## src/rtl/timer_share_pkg.sv

```systemverilog
// Shared types and defaults for the shared interval timer.
// Imported by the arbiter and its slot counter.
package timer_share_pkg;

  localparam int N_REQ_DEF = 4;
  localparam int CNT_W_DEF = 5;

  typedef enum logic [1:0] {
    IDLE = 2'd0,
    RUN  = 2'd1,
    DONE = 2'd2
  } state_e;

endpackage

```

## src/rtl/timer_share_arbiter_slot_counter.sv

```systemverilog
// The single up-counter shared by all requesters.
// Clear wins over enable; both resets give zero.
module slot_counter
  import timer_share_pkg::*;
#(
  parameter int CNT_W = CNT_W_DEF
) (
  input  logic             clk,
  input  logic             rst,
  input  logic             clr,
  input  logic             en,
  output logic [CNT_W-1:0] out
);

  logic [CNT_W-1:0] cnt_q;

  always_ff @(posedge clk) begin
    if (rst) begin
      cnt_q <= '0;
    end else if (clr) begin
      cnt_q <= '0;
    end else if (en) begin
      cnt_q <= cnt_q + CNT_W'(1);
    end
  end

  assign out = cnt_q;

endmodule

```

## src/rtl/timer_share_arbiter.sv

```systemverilog
// Round-robin owner of one interval timer shared by N_REQ requesters.
// Holds the FSM, round-robin pointer, target and winner select.
module timer_share_arbiter
  import timer_share_pkg::*;
#(
  parameter int N_REQ = N_REQ_DEF,
  parameter int CNT_W = CNT_W_DEF
) (
  input  logic                   clk,
  input  logic                   rst,
  input  logic [N_REQ-1:0]       req,
  input  logic [N_REQ*CNT_W-1:0] len,
  output logic [N_REQ-1:0]       gnt,
  output logic                   busy,
  output logic                   done,
  output logic [CNT_W-1:0]       cnt_val
);

  localparam int PTR_W = (N_REQ > 1) ? $clog2(N_REQ) : 1;

  state_e             state_q;
  logic [PTR_W-1:0]   rr_ptr_q;
  logic [CNT_W-1:0]   target_q;
  logic [N_REQ-1:0]   gnt_q;
  logic               done_q;

  logic               win_vld;
  logic [PTR_W-1:0]   win_idx;
  logic               own_req;
  logic               at_target;
  logic               cnt_clr;
  logic               cnt_en;
  logic [CNT_W-1:0]   cnt;

  // Search upward from rr_ptr+1; the lowest offset found wins.
  always_comb begin
    win_vld = 1'b0;
    win_idx = '0;
    for (int k = N_REQ; k >= 1; k--) begin
      if (req[(int'(rr_ptr_q) + k) % N_REQ]) begin
        win_vld = 1'b1;
        win_idx = PTR_W'((int'(rr_ptr_q) + k) % N_REQ);
      end
    end
  end

  assign own_req   = req[rr_ptr_q];
  assign at_target = (cnt == target_q);
  assign cnt_clr   = (state_q != RUN) || !own_req;
  assign cnt_en    = (state_q == RUN) && !at_target;

  slot_counter #(
    .CNT_W(CNT_W)
  ) u_cnt (
    .clk(clk),
    .rst(rst),
    .clr(cnt_clr),
    .en (cnt_en),
    .out(cnt)
  );

  always_ff @(posedge clk) begin
    if (rst) begin
      state_q  <= IDLE;
      rr_ptr_q <= PTR_W'(N_REQ - 1);
      target_q <= '0;
      gnt_q    <= '0;
      done_q   <= 1'b0;
    end else begin
      unique case (state_q)
        IDLE: begin
          if (win_vld) begin
            state_q  <= RUN;
            rr_ptr_q <= win_idx;
            target_q <= len[int'(win_idx)*CNT_W +: CNT_W];
            gnt_q    <= N_REQ'(1) << win_idx;
          end
        end
        RUN: begin
          // A dropped request beats completion: no done pulse.
          if (!own_req) begin
            state_q <= IDLE;
            gnt_q   <= '0;
          end else if (at_target) begin
            state_q <= DONE;
            done_q  <= 1'b1;
          end
        end
        DONE: begin
          state_q <= IDLE;
          gnt_q   <= '0;
          done_q  <= 1'b0;
        end
        default: begin
          state_q <= IDLE;
          gnt_q   <= '0;
          done_q  <= 1'b0;
        end
      endcase
    end
  end

  assign gnt     = gnt_q;
  assign busy    = (state_q != IDLE);
  assign done    = done_q;
  assign cnt_val = cnt;

endmodule

```

## config.mk

```make
export PLATFORM = sky130hd
export DESIGN_NAME = timer_share_arbiter
export DESIGN_NICKNAME = d
export VERILOG_FILES = /design/src/rtl/timer_share_pkg.sv /design/src/rtl/timer_share_arbiter_slot_counter.sv /design/src/rtl/timer_share_arbiter.sv
export SDC_FILE = /design/constraint.sdc
export NUM_CORES = 1
export LEC_CHECK = 0
export CAP_MARGIN = 0
export CORE_UTILIZATION = 49
export DETAILED_ROUTE_END_ITERATION = 8
export PLACE_DENSITY = 0.93
export SYNTH_ARGS = -nofsm -noshare
export SYNTH_HDL_FRONTEND = slang
export SYNTH_SLANG_ARGS = --single-unit
```

## constraint.sdc

```tcl
create_clock -name clk -period 2.89 [get_ports clk]
set_clock_uncertainty 0.1 [all_clocks]
set_input_delay 0.578 -clock clk [delete_from_list [all_inputs] [get_ports clk]]
set_output_delay 0.578 -clock clk [all_outputs]
set_load 0.005 [all_outputs]
```

==> results of run 1 <==
## worst reg2reg max path, delay by kind of cell (launching register included)
kind	cells	cell delay, ns
AND/OR/NAND/NOR	3	0.94
AO/OA/AOI/OAI	2	0.33
flip-flops	1	0.38
## routing by layer
layer	global-route usage (%)	wire length (um)	vias up
li1	-	-	536
met1	27.2	1170	484
met2	41.1	1390	33
met3	3.70	109	4
met4	8.57	36	0
met5	0	0	-
## registers in the layout, indices dropped and copies added, names as in the netlist
name	count
gnt	4
done	1
u_cnt.out	5
state_q	2
target_q	5
rr_ptr_q	2
## final cells by class
class	instances	area [um2]	share of cell area [%]
clock buffers	4	26.3	1.70
flip-flops and latches	19	380	24.7
repair buffers	36	360	23.4
multi-input cells	100	713	46.3
inverters	7	26.3	1.70
well taps	28	35.0	2.27
## power groups by stage
| stage | Clock [W] | Combinational, W | Sequential [W] |
|---|---|---|---|
| final | 0.000141 | 0.000284 | 0.000320 |
| after global routing | 0.000154 | 0.000312 | 0.000324 |
| after CTS | 0.000140 | 0.000285 | 0.000320 |
| after detailed placement | 0 | 0.000282 | 0.000325 |
| after global placement | 0 | 0.000274 | 0.000324 |
| after floorplan | 0 | 0.000195 | 0.000320 |
## through the flow
stage	instance area (um2)	worst slack (ns)	power (W)	instances
detailed placement	1520	0.452	0.000607	190
floorplan	1130	1.11	0.000514	128
global route	1540	0.553	0.000790	194
finish	1540	0.726	0.000745	194
CTS	1540	0.707	0.000746	194
global placement	1520	0.475	0.000598	190
## kinds of logic (layout without fill, tap and decap cells)
kind of cell    after synthesis  after routing  share of synthesized area, %
compound gates               40             40                          29.3
mux                           4              4                          5.40
flops                        19             19                          33.5
buf+inv                       9             47                          3.64
fa+ha+maj                     1              1                          1.10
simple gates                 46             46                          20.1
xor+xnor                      9              9                          6.95
## how the worst max path moves through the flow
stage | to | slack (ns)
2_1_floorplan | target_q[1] | 1.11
3_3_place_gp | rr_ptr_q[0] | 0.47
3_5_place_dp | target_q[1] | 0.45
4_1_cts | target_q[4] | 0.71
5_1_grt | target_q[1] | 0.55
6_report | target_q[4] | 0.73
## cell usage in the layout (no fill, tap or decap), drive strengths merged, types with 2 or more instances in the layout
cell type and instances:
a22oi 3, a21oi 12, mux2i 2, a211oi 7, clkdlybuf4s50 36, a2bb2oi 2, xor2 5, o21bai 6
nor3 2, or2 3, and2 3, xnor2 4, nand2 9, nand3 6, o211a 5, clkbuf 4
inv 7, nor2b 2, nor2 16, dfxtp 19
==> flow_summary.yaml, run 1 <==
run_status:
  status: "complete, no violations"
clocking:
  cts_sinks: 19
  ctsResizeCount: 0
  postCtsHoldBufs: 0
  path_clk_slew_ns: 0.11
  htree_levels: 1
  post_cts_buffers: 0
  clock_path_buffers: 2
  cts_tree: "done"
  cts_buffers: 3
  insertion_delay_ns: 0.30
  cts_root_buffer: "clkbuf_4"
pwr:
  ir_drop_mv: 0.332
  switching_share_pct: 34.6
  sequentialPowerShare_pct: 43.0
  p_sw_w: 0.000258
  p_comb_share_pct: 38.1
  p_per_area_nw_per_um2: 483
  p_leak_nw: 0.664
  p_int_w: 0.000487
  pwr-share-clk_pct: 18.9
logic_synthesis:
  synth_top_area_cell: "dfxtp_1"
  seq_area_frac_synth_pct: 33.5
  synth_top_area_share_pct: 33.5
  syn-cell-area_um2: 1130
  synth.most_common_cell: "dfxtp_1"
  yosys_warnings: 0
  synth_fp_nets: 155
  ys_top_cells_by_count: "dfxtp_1 (19), nor2_1 (15), a21oi_1 (10)"
  avgSynthCellArea_um2: 8.87
  yosys.cell_types.count: 40
  synth_cells: 128
  synth-edff-count: 0
  synth_ff_type: "dfxtp_1"
  async_flop_share_pct: 0
  ys_top_cells_by_area: "dfxtp_1 (34%), a211oi_2 (5.5%), nor2_1 (5.0%), a21oi_1 (4.4%), o211a_1 (4.4%)"
  synth-seq-cells: 19
worst_hold_path:
  hold_class: "flip-flop to flip-flop"
  worstHoldStart: "done"
  hold_end: "done"
  whs_path_depth: 2
routing:
  drtIter0Drc: 16
  routed_wl_um: 2700
  drtAntennaViolNets: 0
  viasPerCell: 5.45
  dr.pass1.iters: 4
  vias: 1057
  wl_per_cell_um: 13.9
  route.detailed.drc: 0
grt:
  antenna_found_initial: 0
  track_usage_pct: 23.1
  grt_max_degree: 15
  grt_pass1_wl_um: 4410
  grt_pass1_vias: 1014
  gr-total-overflow: 0
die:
  die_area_um2: 2510
  num_rows: 17
  ioPinCount: 37
  start_util_pct: 51.8
  core_area_um2: 2190
  die_h_um: 50.1
  die_w_um: 50.1
sta:
  post-route-period-util_pct: 74.9
  max_slew_margin_pct: 62.2
  final_max_slew_viol_count: 0
  rsz0062_at_grt: "no"
  max_freq_mhz: 462
  hold_viol_final: 0
  setup_tns_ns: 0
  period_needed_ns: 2.16
  tightest_slew_ns: 0.562
  setup_viol: 0
  whs_ns: 0.428
layout:
  diodes: 0
  syn_to_final_growth_pct: 35.8
  final_util_pct: 70.4
  final_layout_size_suffix_gt1_share_pct: 11.4
  n_fill_cell: 169
  nNetsFinal: 194
setup_path:
  max_stage_delay_ns: 0.53
  r2r_start: "state_q[0]"
  reg2reg_slack_ns: 1.03
  rr_worst_depth: 5
  worstSetupPathType: "input pin to flip-flop"
  cpLargestDelayFamily: "simple AND/OR/NAND/NOR gates"
  end_kind: "flip-flop"
  start_kind: "input pin"
  crit_start: "req[3]"
  path_depth: 6
  cp_max_fo: 9
  crit_chain: "clkdlybuf4s50_1, nor4_1, nor2_2, nand3_2, a21oi_1, a211oi_2"
  path_buf_inv: 1
  reg2reg_to: "target_q[4]"
  slowest_stage: "nor4_1"
  required_ns: 3.03
  arrival_ns: 2.30
placed_design:
  portBuffers: 36
  place_congestion: 0.771
  dp_hpwl_um: 2050
job:
  maxCapViolCount: 0
No activity file was read; power rests on OpenSTA's default activity.
==> run 2: changes to the inputs <==
CORE_UTILIZATION = 45   (was 49)
PLACE_DENSITY = 0.87   (was 0.93)
clock period = 2.1 ns   (was 2.89 ns; I/O delays follow)
==> run 2 against run 1 <==
Compared with the run above:
- global-route usage fell by 0.067 points
- clock power rose by 37%
- count of clock-buffer cells in the layout did not move
- first-iteration DRC count fell by 38%
- register-to-register slack got worse by 0.74 ns
- design area rose by 3.9%
- critical path type is now flip-flop to output port
- largest power group unchanged
==> flow_summary.yaml, run 2 (synthesized netlist as in run 1, its figures left out) <==
run_status:
  status: "complete, no violations"
placed_design:
  portBuffers: 36
  dp.cells: 198
  dp_hpwl_um: 2230
  dpl_cell_area_um2: 1580
  place_congestion: 0.781
grt:
  gr-total-overflow: 0
  track_usage_pct: 23.0
  grt_max_degree: 15
  antenna_found_initial: 0
  grt_pass1_vias: 1149
  grt_pass1_wl_um: 4730
job:
  maxCapViolCount: 0
clocking:
  post_cts_buffers: 0
  ctsResizeCount: 0
  cts_sinks: 19
  path_clk_slew_ns: 0.12
  insertion_delay_ns: 0.30
  htree_levels: 1
  postCtsHoldBufs: 0
  cts_root_buffer: "clkbuf_4"
  clock_path_buffers: 2
  cts_buffers: 3
  cts_tree: "done"
layout:
  nNetsFinal: 202
  final_cell_mix: "clkdlybuf4s50_1 (36), dfxtp_1 (19), nor2_1 (15)"
  syn_to_final_growth_pct: 41.1
  n_fill_cell: 195
  diodes: 0
  final_layout_size_suffix_gt1_share_pct: 15.5
  layout_commonest_cell: "clkdlybuf4s50_1"
  fin_area_um2: 1600
  final_util_pct: 69.7
  instances_no_fill: 202
worst_hold_path:
  hold_class: "flip-flop to flip-flop"
  worstHoldStart: "gnt[0]"
  hold_end: "gnt[0]"
  whs_path_depth: 2
setup_path:
  reg2reg_slack_ns: 0.29
  worstSetupPathType: "flip-flop to output port"
  max_stage_delay_ns: 0.45
  required_ns: 1.58
  r2r_start: "state_q[0]"
  cp_max_fo: 6
  end_kind: "output port"
  path_buf_inv: 1
  reg2reg_to: "target_q[2]"
  rr_worst_depth: 5
  crit_chain: "or2_2, clkdlybuf4s50_1"
  crit_start: "state_q[0]"
  slowest_stage: "clkdlybuf4s50_1"
  start_kind: "flip-flop"
  arrival_ns: 1.48
  cpLargestDelayFamily: "buffers and inverters"
routing:
  vias: 1133
  drtAntennaViolNets: 0
  dr.pass1.iters: 4
  routed_wl_um: 2830
  route.detailed.drc: 0
  drtIter0Drc: 10
  viasPerCell: 5.61
  wl_per_cell_um: 14.0
die:
  die_area_um2: 2730
  ioPinCount: 37
  num_rows: 17
  die_h_um: 52.2
  die_w_um: 52.2
  core_area_um2: 2300
  start_util_pct: 49.4
pwr:
  p_per_area_nw_per_um2: 661
  ir_drop_mv: 0.408
  p_leak_nw: 0.702
  total_power_w: 0.00106
sta:
  max_slew_margin_pct: 62.7
  hold_viol_final: 0
  final_max_slew_viol_count: 0
  setup_viol: 0
  max_freq_mhz: 501
  rsz0062_at_grt: "no"
  post-route-period-util_pct: 95.1
  period_needed_ns: 2.00
  tightest_slew_ns: 0.555
[run 2: cell count changes in the layout (fill, tap and decap cells not counted)]
cell and change:
buf_4 +8
[run 2: layer usage]
metal / global-route usage [%] / wire length, um / up-vias
met5: 0 / 0 / -
met4: 8.77 / 52 / 0
met3: 4.06 / 90 / 8
met2: 41.2 / 1420 / 30
met1: 27.0 / 1280 / 541
li1: - / - / 554
[run 2: power by group]
part / total (W) / switching, W / internal (W)
Sequential: 0.000440 / 0.0000383 / 0.000401
Clock: 0.000193 / 0.000119 / 0.0000739
Combinational: 0.000427 / 0.000205 / 0.000222
Total: 0.00106 / 0.000362 / 0.000697
[run 2: stage by stage]
stage          setup WS (ns)  hold slack, ns  setup TNS [ns]
6_report               0.104           0.438               0
5_1_grt               0.0564           0.466               0
4_1_cts                0.112           0.442               0
3_5_place_dp          -0.104           0.403           -1.14
3_3_place_gp         -0.0622           0.379          -0.354
2_1_floorplan          0.410           0.380               0
[run 2: final cells by class]
type / instances / area [um2] / share of cell area [%]
Timing Repair Buffer: 44 / 420 / 26.2
Clock buffer: 4 / 26.3 / 1.64
Multi-Input combinational cell: 100 / 713 / 44.5
Sequential cell: 19 / 380 / 23.7
Inverter: 7 / 26.3 / 1.64
Tap cell: 28 / 35.0 / 2.19
[run 2: tightest hold or removal path, cell delays in order (launching register included)]
cell     delay, ns
dfxtp_1       0.35
a22oi_1       0.07
nor2_1        0.08
[run 2: worst max path at each step]
stage	endpoint	depth (start not counted)	slack (ns)
after floorplan	target_q[0]	6	0.41
after global placement	target_q[4]	6	-0.06
after detailed placement	target_q[2]	6	-0.10
after CTS	busy	2	0.11
after global routing	busy	2	0.06
final	busy	2	0.10
==> run 3: changes to the inputs <==
CTS_CLUSTER_DIAMETER = 50   (was unset)
==> results of run 3 <==
Final layout, timing and power as in run 2 (identical DEF).
